File: src/rtl/rf_pkg.sv
// Shared types and sizes for the integer register file write-back path.
package rf_pkg;

  localparam int unsigned REG_IDX_W = 5;
  localparam int unsigned XLEN      = 32;
  localparam int unsigned NREG      = 32;

  // Source of the write registered onto the register file port.
  typedef enum logic [1:0] {
    WB_NONE,
    WB_ALU,
    WB_LSU
  } wb_src_t;

endpackage

File: src/rtl/rf_scoreboard.sv
// Busy-bit scoreboard: one bit per architectural register, issue stall on RAW/WAW.
module rf_scoreboard #(
  parameter int unsigned NREG = rf_pkg::NREG
) (
  input  logic                         clk,
  input  logic                         rst,
  input  logic                         clr_en,
  input  logic [rf_pkg::REG_IDX_W-1:0] clr_idx,
  input  logic                         iss_valid,
  input  logic [rf_pkg::REG_IDX_W-1:0] iss_rd,
  input  logic [rf_pkg::REG_IDX_W-1:0] iss_rs1,
  input  logic [rf_pkg::REG_IDX_W-1:0] iss_rs2,
  output logic                         iss_stall
);

  logic [NREG-1:0] busy_q, busy_d;
  logic            set_en;

  // Stall on any operand or destination still owned by an in-flight producer.
  always_comb begin
    iss_stall = iss_valid & (busy_q[iss_rs1] | busy_q[iss_rs2] | busy_q[iss_rd]);
    set_en    = iss_valid & ~iss_stall & (iss_rd != '0);
  end

  // Clear first, then set, so a newly issued producer outranks a retiring one.
  always_comb begin
    busy_d = busy_q;
    if (clr_en) busy_d[clr_idx] = 1'b0;
    if (set_en) busy_d[iss_rd] = 1'b1;
    busy_d[0] = 1'b0;
  end

  // Busy vector register with synchronous active-low reset.
  always_ff @(posedge clk) begin
    if (!rst) busy_q <= '0;
    else      busy_q <= busy_d;
  end

endmodule

File: src/rtl/rf_wb_arbiter.sv
// Write-back arbiter: fixed priority LSU over ALU with an ALU anti-starvation
// counter, registered register-file write port, and the issue scoreboard.
module rf_wb_arbiter #(
  parameter int unsigned XLEN    = rf_pkg::XLEN,
  parameter int unsigned NREG    = rf_pkg::NREG,
  parameter int unsigned AGE_MAX = 3
) (
  input  logic                         clk,
  input  logic                         rst,
  input  logic                         alu_valid,
  output logic                         alu_ready,
  input  logic [rf_pkg::REG_IDX_W-1:0] alu_rd,
  input  logic [XLEN-1:0]              alu_data,
  input  logic                         lsu_valid,
  output logic                         lsu_ready,
  input  logic [rf_pkg::REG_IDX_W-1:0] lsu_rd,
  input  logic [XLEN-1:0]              lsu_data,
  input  logic                         iss_valid,
  input  logic [rf_pkg::REG_IDX_W-1:0] iss_rd,
  input  logic [rf_pkg::REG_IDX_W-1:0] iss_rs1,
  input  logic [rf_pkg::REG_IDX_W-1:0] iss_rs2,
  output logic                         iss_stall,
  output logic                         rf_we,
  output logic [rf_pkg::REG_IDX_W-1:0] rf_rd,
  output logic [XLEN-1:0]              rf_wdata
);

  import rf_pkg::*;

  localparam int unsigned        StarveW   = $clog2(AGE_MAX + 1);
  localparam logic [StarveW-1:0] StarveMax = StarveW'(AGE_MAX);

  logic                 grant_alu, grant_lsu, handshake;
  logic [REG_IDX_W-1:0] win_rd;
  logic [XLEN-1:0]      win_data;

  logic [StarveW-1:0]   starve_q, starve_d;
  wb_src_t              wb_src_q, wb_src_d;
  logic [REG_IDX_W-1:0] rf_rd_q, rf_rd_d;
  logic [XLEN-1:0]      rf_wdata_q, rf_wdata_d;

  // Grant: LSU first unless the ALU has lost AGE_MAX times in a row.
  always_comb begin
    grant_lsu = lsu_valid & ~(alu_valid & (starve_q == StarveMax));
    grant_alu = alu_valid & ~grant_lsu;
    handshake = grant_alu | grant_lsu;
    win_rd    = grant_lsu ? lsu_rd : alu_rd;
    win_data  = grant_lsu ? lsu_data : alu_data;
  end

  // Count consecutive ALU losses, saturating at AGE_MAX.
  always_comb begin
    starve_d = starve_q;
    if (!alu_valid || grant_alu)   starve_d = '0;
    else if (starve_q != StarveMax) starve_d = starve_q + 1'b1;
  end

  // Next write-port contents; index/data hold when nothing is granted.
  always_comb begin
    wb_src_d   = WB_NONE;
    rf_rd_d    = rf_rd_q;
    rf_wdata_d = rf_wdata_q;
    if (handshake) begin
      rf_rd_d    = win_rd;
      rf_wdata_d = win_data;
      if (win_rd != '0) wb_src_d = grant_lsu ? WB_LSU : WB_ALU;
    end
  end

  // State registers; reset discards any handshake in the same cycle.
  always_ff @(posedge clk) begin
    if (!rst) begin
      starve_q   <= '0;
      wb_src_q   <= WB_NONE;
      rf_rd_q    <= '0;
      rf_wdata_q <= '0;
    end else begin
      starve_q   <= starve_d;
      wb_src_q   <= wb_src_d;
      rf_rd_q    <= rf_rd_d;
      rf_wdata_q <= rf_wdata_d;
    end
  end

  assign alu_ready = grant_alu;
  assign lsu_ready = grant_lsu;
  assign rf_we     = (wb_src_q != WB_NONE);
  assign rf_rd     = rf_rd_q;
  assign rf_wdata  = rf_wdata_q;

  rf_scoreboard #(
    .NREG (NREG)
  ) u_scoreboard (
    .clk       (clk),
    .rst       (rst),
    .clr_en    (handshake),
    .clr_idx   (win_rd),
    .iss_valid (iss_valid),
    .iss_rd    (iss_rd),
    .iss_rs1   (iss_rs1),
    .iss_rs2   (iss_rs2),
    .iss_stall (iss_stall)
  );

endmodule
File: config.mk
export PLATFORM = sky130hd
export DESIGN_NAME = rf_wb_arbiter
export DESIGN_NICKNAME = d
export VERILOG_FILES = /design/src/rtl/rf_pkg.sv /design/src/rtl/rf_scoreboard.sv /design/src/rtl/rf_wb_arbiter.sv
export SDC_FILE = /design/constraint.sdc
export NUM_CORES = 1
export LEC_CHECK = 0
export CORE_AREA = 5 5 117 119
export CTS_CLUSTER_DIAMETER = 150
export DETAILED_ROUTE_END_ITERATION = 16
export DIE_AREA = 0 0 122 124
export SETUP_SLACK_MARGIN = 0.1
export SYNTH_ARGS = -nofsm -noshare
export SYNTH_HDL_FRONTEND = slang
export SYNTH_SLANG_ARGS = --single-unit
File: constraint.sdc
create_clock -name clk -period 2.96 [get_ports clk]
set_input_delay 0.296 -clock clk [delete_from_list [all_inputs] [get_ports clk]]
set_output_delay 0.296 -clock clk [all_outputs]
set_load 0.02 [all_outputs]
# Yosys cells after proc, flatten, opt, wreduce, memory -nomap -nowiden
# Cells that the tools add are included.
word_totals:
  register_bits: 73
  input_bits: 94
  out_inout_bits: 41
  wordCells: 55
op_classes:
  n_addsub: 1
  n_lt_le_gt_ge: 6
  n_eq_ne: 2
  n_mux: 15
  n_bitwise: 16
  n_reduce_logical: 9
op_table:
  columns: ["operator", "n"]
  rows:
  - ["32-bit two-way mux", 3]
  - ["32-bit AND", 1]
  - ["32-bit NOT", 1]
  - ["32-bit OR", 1]
  - ["5-bit by 6-bit less-than comparator with 1-bit output (second input constant)", 4]
  - ["1-bit binary-select mux with 5-bit select", 3]
  - ["1-bit demux with 5-bit select", 2]
  - ["5-bit by 1-bit greater-or-equal comparator with 1-bit output (second input constant)", 2]
  - ["5-bit nonzero test", 2]
  - ["1-bit AND", 6]
  - ["1-bit two-way mux", 5]
  - ["5-bit two-way mux", 1]
  - ["1-bit NOT", 4]
  - ["1-bit OR", 3]
  - ["3-bit AND reduction", 1]
  - ["2-bit by 1-bit adder with 2-bit output (second input constant)", 1]
  - ["2-bit == test (second input constant)", 1]
  - ["1-bit logical AND", 2]
  - ["2-bit two-way mux", 1]
  - ["2-bit != test (second input constant)", 1]
  - ["2-bit nonzero test", 1]
  - ["2-bit OR reduction", 1]
  - ["1-bit zero test", 1]
  - ["1-bit logical OR", 1]

# Longest topological paths before layout
# Gate-level depths: netlist (run 1).
logic_depth:
  depth_word: 14
  mapped_depth: 9
  mapped_depth_nobuf: 8

# By module
# From an unflattened synthesis (run 1), not the netlist that was laid out.
hier_totals:
  hier_cells: 419
  area_unflattened_um2: 4159.0
by_module_without_submodules:
  columns: ["module", "instances", "cells_per_inst", "area_each_um2", "seq_area_each_um2"]
  rows:
  - ["rf_scoreboard", 1, 224, 2227.1, 620.6]
  - ["rf_wb_arbiter", 1, 195, 1931.9, 820.8]

# Worst setup path after synthesis (run 1)
# Ideal clock, no wire load.
synth_timing:
  kind: "input to output"
  start: "in iss_rd[1] (netlist name)"
  end: "out iss_stall"
  arrival_time_ps: 2240
  required_time_ps: 2664
  slack_ps: 424
  path_stages: 9
  path_buffers: 3
  path_cell_list: "clkbuf_1 -> buf_2 -> mux2i_1 -> nor4_1 -> o32a_1 -> nor4_2 -> nand3_1 -> buf_4 -> o21a_1"
synth_between:
  elab_chain_len: 4
synth_rtl:
  columns: ["item", "line", "rtl"]
  rows:
  - ["start, declared", "rf_wb_arbiter.sv:19", "input logic [rf_pkg::REG_IDX_W-1:0] iss_rd,"]
  - ["1-bit binary-select mux with 5-bit select", "rf_scoreboard.sv:21", "iss_stall = iss_valid & (busy_q[iss_rs1] | busy_q[iss_rs2] | busy_q[iss_rd]);"]
  - ["1-bit two-way mux (not written as such)", "rf_scoreboard.sv:21", null]
  - ["1-bit OR", "rf_scoreboard.sv:21", null]
  - ["1-bit AND", "rf_scoreboard.sv:21", null]
  - ["end, declared", "rf_wb_arbiter.sv:22", "output logic iss_stall,"]
# No other way between the ends. The select of a mux whose other input is x is not followed.

# Worst setup path in the final report (run 1)
layout_timing:
  start: "in iss_rs2[1] (netlist name)"
  end: "out iss_stall"
layout_between:
  elab_chain_len: 5
layout_rtl:
  columns: ["item", "line", "rtl"]
  rows:
  - ["start, declared", "rf_wb_arbiter.sv:21", "input logic [rf_pkg::REG_IDX_W-1:0] iss_rs2,"]
  - ["1-bit binary-select mux with 5-bit select", "rf_scoreboard.sv:21", null]
  - ["1-bit two-way mux (not written as such)", "rf_scoreboard.sv:21", null]
  - ["1-bit OR (2 in a row)", "rf_scoreboard.sv:21", null]
  - ["1-bit AND", "rf_scoreboard.sv:21", null]
# No other way between the ends. The select of a mux whose other input is x is not followed.

==> results of run 1 <==
[power breakdown]
| group | internal (µW) | switching (µW) | leakage (µW) |
|---|---|---|---|
| sequential | 1010 | 24.9 | 0.000591 |
| clock | 605 | 380 | 0.000134 |
| combinational | 310 | 294 | 0.00192 |
| total | 1930 | 698 | 0.00265 |
[sequential cells by signal (all words and copies together) (netlist names)]
name / flops
rf_wdata: 32
u_scoreboard.busy_q: 31
rf_rd: 5
starve_q: 2
wb_src_q: 2
[kinds of logic (layout without fill, tap and decap cells)]
logic type	after synthesis	after routing	synth area share
flip-flops	72	72	0.338
buffers and inverters	44	192	0.0485
AO/OA/AOI/OAI	124	124	0.248
multiplexers	73	73	0.204
AND/OR/NAND/NOR	132	132	0.159
adder cells (fa/ha/maj)	1	1	0.00294
[final timing paths]
check,slack (ps),depth (start not counted),endpoint,start
hold reg to reg,430,1,starve_q[0],starve_q[0]
setup reg to reg,550,8,u_scoreboard.busy_q[30],u_scoreboard.busy_q[1]
hold / removal,360,2,u_scoreboard.busy_q[1],rst
setup / recovery,220,9,iss_stall,iss_rs2[1]
[layout make-up]
| cell class | count | area, µm² |
|---|---|---|
| clock buffer | 12 | 256 |
| clock inverter | 3 | 17.5 |
| fill | 1216 | 6280 |
| inverter | 6 | 22.5 |
| multi-input combinational | 330 | 2620 |
| sequential | 72 | 1440 |
| tap | 172 | 215 |
| timing repair buffer | 171 | 1620 |
[what timing repair did]
item                       in CTS  in global routing
pin swaps                       1                  3
buffers inserted                1                  0
cloned                          0                  0
hold buffers                    0                  0
gates resized for setup         3                  2
setup endpoints to repair       1                  1
[through the flow]
step / hold slack [ps] / power [µW] / worst slack (ps) / instances / util
after detailed placement: 423 / 1660 / -152 / 750 / 0.474
after floorplan: 404 / 1350 / 424 / 446 / -
after global placement: 412 / 1660 / -111 / 750 / 0.474
after CTS: 347 / 2660 / 125 / 766 / 0.496
final: 362 / 2630 / 217 / 766 / 0.496
after global routing: 354 / 2760 / 110 / 766 / 0.496
[per-layer routing]
| layer | vias up | GRT usage | part of all wire |
|---|---|---|---|
| li1 | 2001 | - | - |
| met1 | 1978 | 0.247 | 0.42 |
| met2 | 189 | 0.318 | 0.45 |
| met3 | 30 | 0.0786 | 0.11 |
| met4 | 0 | 0.0763 | 0.028 |
| met5 | - | 0 | 0 |
[placed cells by master (no fill, tap or decap), drive strengths merged, types with 7 or more instances in the layout]
master           n
nand2           53
o211a           37
o31ai           16
mux4            10
clkbuf          13
nand3           18
clkdlybuf4s50  130
nor2b            8
o21ai           14
buf             39
o211ai          31
o41ai            7
nor2             8
mux2i           57
dfxtp           72
[worst max-delay path: stages]
cell and delay, ps:
clkdlybuf4s50_1 540, buf_4 270, mux2i_1 360, a22oi_1 140, nand3_1 90, and4_1 250, nand3_1 130, o21a_1 200
clkbuf_2 150
==> results.json, run 1 <==
{
  "clock_path_buffers": 2,
  "synthTopCellsByArea": "dfxtp_1, mux2i_1, o211a_1, o211ai_1, mux4_2",
  "ys_ff_latch": 72,
  "synth_fp_nets": 541,
  "status": "finished clean",
  "antenna_found_initial": 0,
  "drive_above_1_share": 0.141,
  "die_area_um2": 15100,
  "vias": 4198,
  "slew_violations": 0,
  "final_cell_area_um2": 6190,
  "overflow": 0,
  "cts_made_buffers": 9,
  "n_antenna_cell": 0,
  "place_area_um2": 5900,
  "p_leak_uw": 0.00265,
  "synthCells": 446,
  "root_buffer": "clkbuf_16",
  "insertion_delay_ps": 320,
  "num_rows": 41,
  "slew_headroom": 0.479,
  "fin_worst_skew_ps": 2.61,
  "endpoint_kind": "output pin",
  "grt_usage": 0.201,
  "drt-pass1-iter-count": 5,
  "nNetsFinal": 685,
  "worst_slew_pin_slew_ps": 777,
  "die_y_um": 124,
  "powerDensity_nw_per_um2": 424,
  "port_buffers": 134,
  "dr.first_iter.drc_count": 274,
  "ys.flop_type": "dfxtp_1",
  "synthTopCellsByCount": "dfxtp_1, mux2i_1, nand2_1, o211a_1, o211ai_1",
  "ys_types": 57,
  "grt_max_degree": 67,
  "setup_viol": 0,
  "route.detailed.drc": 0,
  "cap_violations": 0,
  "ant_nets": 0,
  "die_w_um": 122,
  "synth_edf_count": 0,
  "clock_sinks": 72,
  "drt_wl_total_um": 14800,
  "io-pin-count": 135,
  "synth_top_area_cell": "dfxtp_1",
  "fin_crit_sh": 0.927,
  "fmax_mhz": 365,
  "core_um2": 12500,
  "start_kind": "primary input",
  "ir_worst_vdd_uv": 275,
  "synthDominantCellAreaShare": 0.338,
  "synthesis.area_um2": 4260,
  "grt_pass1_vias": 4481,
  "place_congestion": 0.921,
  "tritoncts": "done",
  "crit_path_max_fanout": 12,
  "cts_htree_levels": 3,
  "synth_warnings": 0,
  "finalSetupTns_ps": 0,
  "area_growth_pct": 45.3,
  "rsz0062_at_grt": "no",
  "crit_arrival_ps": 2450,
  "via_per_inst": 5.48,
  "crit_type": "primary input to output pin",
  "grt_pass1_wl_um": 23700,
  "ys_seq_area_frac": 0.338,
  "initial_core_util": 0.342,
  "finalHoldViolations": 0,
  "finalCriticalPeriod_ps": 2740,
  "postSynthAreaPerCell_um2": 9.55,
  "synth.most_common_cell": "dfxtp_1",
  "path_clk_slew_ps": 50,
  "wl_per_cell_um": 19.4,
  "hold_path_class": "primary input to register",
  "required_ps": 2660,
  "post-dp-hpwl_um": 11400,
  "ys_async_sr_fraction": 0
}
(Power assumes the default switching activity.)
==> run 2, diff against run 1 <==
--- a/config.mk
+++ b/config.mk
@@ -9,6 +9,7 @@
 export CTS_CLUSTER_DIAMETER = 150
 export DETAILED_ROUTE_END_ITERATION = 16
 export DIE_AREA = 0 0 122 124
+export REMOVE_ABC_BUFFERS = 1
 export SETUP_SLACK_MARGIN = 0.1
 export SYNTH_ARGS = -nofsm -noshare
 export SYNTH_HDL_FRONTEND = slang
==> results.json, run 2 (synthesized netlist as in run 1, its figures left out) <==
{
  "grt_max_degree": 66,
  "fin_worst_skew_ps": 5.48,
  "nNetsFinal": 688,
  "clock_path_buffers": 2,
  "slew_violations": 0,
  "slew_headroom": 0.493,
  "met1_length_um": 6020,
  "initial_core_util": 0.342,
  "port_buffers": 134,
  "dp_slack_ps": -181,
  "overflow": 0,
  "drive_above_1_share": 0.147,
  "dp_cells": 750,
  "crit_arrival_ps": 2410,
  "grt_usage": 0.202,
  "path_clk_slew_ps": 60,
  "insertion_delay_ps": 330,
  "core_um2": 12500,
  "endpoint_kind": "output pin",
  "drt_wl_total_um": 15100,
  "ir_worst_vdd_uv": 313,
  "crit_type": "primary input to output pin",
  "clock_sinks": 72,
  "hold_path_class": "primary input to register",
  "vias": 4311,
  "setup_viol": 0,
  "r2r_end": "u_scoreboard.busy_q[2]",
  "finalHoldViolations": 0,
  "place_area_um2": 5890,
  "die_y_um": 124,
  "worst_slew_pin_slew_ps": 739,
  "area_growth_pct": 46.1,
  "via_per_inst": 5.60,
  "grt_pass1_vias": 4466,
  "num_rows": 41,
  "rsz0062_at_grt": "no",
  "setup_ws_ps": 255,
  "wl_met3_um": 1880,
  "drt-pass1-iter-count": 5,
  "die_area_um2": 15100,
  "powerDensity_nw_per_um2": 429,
  "tritoncts": "done",
  "ant_nets": 0,
  "hold_end": "rf_wdata[10]",
  "status": "finished clean",
  "worstHoldStart": "rst",
  "largest_register_ffs": 32,
  "p_leak_uw": 0.00269,
  "stdcell_count": 770,
  "cts_made_buffers": 9,
  "final_cell_mix": "clkdlybuf4s50_1, dfxtp_1, mux2i_1",
  "fmax_mhz": 370,
  "grt_pass1_wl_um": 23800,
  "post-dp-hpwl_um": 11600,
  "met2_length_um": 6610,
  "cap_violations": 0,
  "cts_hold_buffers": 0,
  "die_w_um": 122,
  "finalCriticalPeriod_ps": 2710,
  "place_congestion": 1.02,
  "top_layer": "met4",
  "required_ps": 2660,
  "ff2ff_setup_slack_ps": 540,
  "final_common_cell": "clkdlybuf4s50_1",
  "r2r-start": "starve_q[0]",
  "n_antenna_cell": 0,
  "dr.first_iter.drc_count": 266,
  "crit_path_max_fanout": 6,
  "cts_htree_levels": 3,
  "io-pin-count": 135,
  "finalSetupTns_ps": 0,
  "root_buffer": "clkbuf_16",
  "rr_worst_depth": 7,
  "fin_crit_sh": 0.914,
  "final_cell_area_um2": 6220,
  "route.detailed.drc": 0,
  "start_kind": "primary input",
  "antenna_found_initial": 0,
  "wl_per_cell_um": 19.6,
  "hold_depth": 2
}
[run 2: cell types whose count changed in the layout (fill, tap and decap cells not counted), sizes merged]
cell / change
buf: +4
dlymetal6s2s: +2
clkdlybuf4s50: -1
clkinv: +1
clkinvlp: -1
dlygate4sd2: -1
[run 2: per-layer routing]
metal,global-route usage,up-vias
met3,0.0849,40
met4,0.0945,0
met2,0.315,251
li1,-,2004
met5,0,-
met1,0.241,2016
[run 2: through the flow]
stage	utilization	hold WS [ps]	power, µW
after global routing	0.499	337	2780
after detailed placement	0.473	433	1660
after global placement	0.473	414	1650
after floorplan	-	404	1300
after CTS	0.497	325	2700
final	0.499	323	2670
[run 2: how the worst max path moves through the flow]
| stage | from | endpoint | slack (ps) | cells past startpoint |
|---|---|---|---|---|
| after floorplan | starve_q[0] | u_scoreboard.busy_q[26] | 230 | 7 |
| after detailed placement | iss_rd[0] | iss_stall | -180 | 9 |
| after CTS | iss_rd[1] | iss_stall | 140 | 9 |
| after global routing | iss_rs1[1] | u_scoreboard.busy_q[14] | 170 | 9 |
| after global placement | iss_rd[0] | iss_stall | -190 | 9 |
| final | iss_rd[0] | iss_stall | 250 | 8 |
[run 2: power breakdown]
part / internal (µW) / switching [µW]
clock: 631 / 391
combinational: 311 / 292
sequential: 1010 / 27.0
[run 2: final cells by class]
class / count / area, µm²
Clock inverter: 3 / 15.0
Timing Repair Buffer: 174 / 1640
Sequential cell: 72 / 1440
Fill cell: 1175 / 6240
Clock buffer: 13 / 270
Inverter: 6 / 22.5
Tap cell: 172 / 215
Multi-Input combinational cell: 330 / 2620
[run 2: what timing repair did]
item                                    CTS  global route
gates cloned                              0             0
resized for setup                         5             4
pin swaps                                 1             3
endpoints found under the setup margin    1             1
setup buffers                             1             3
[run 2: worst max-delay path, cell delays in order]
cell and delay [ps]:
clkdlybuf4s50_1 470, buf_6 130, mux4_2 480, and3_1 200, nor4_4 310, nand3_1 160
o21a_1 190, buf_2 160
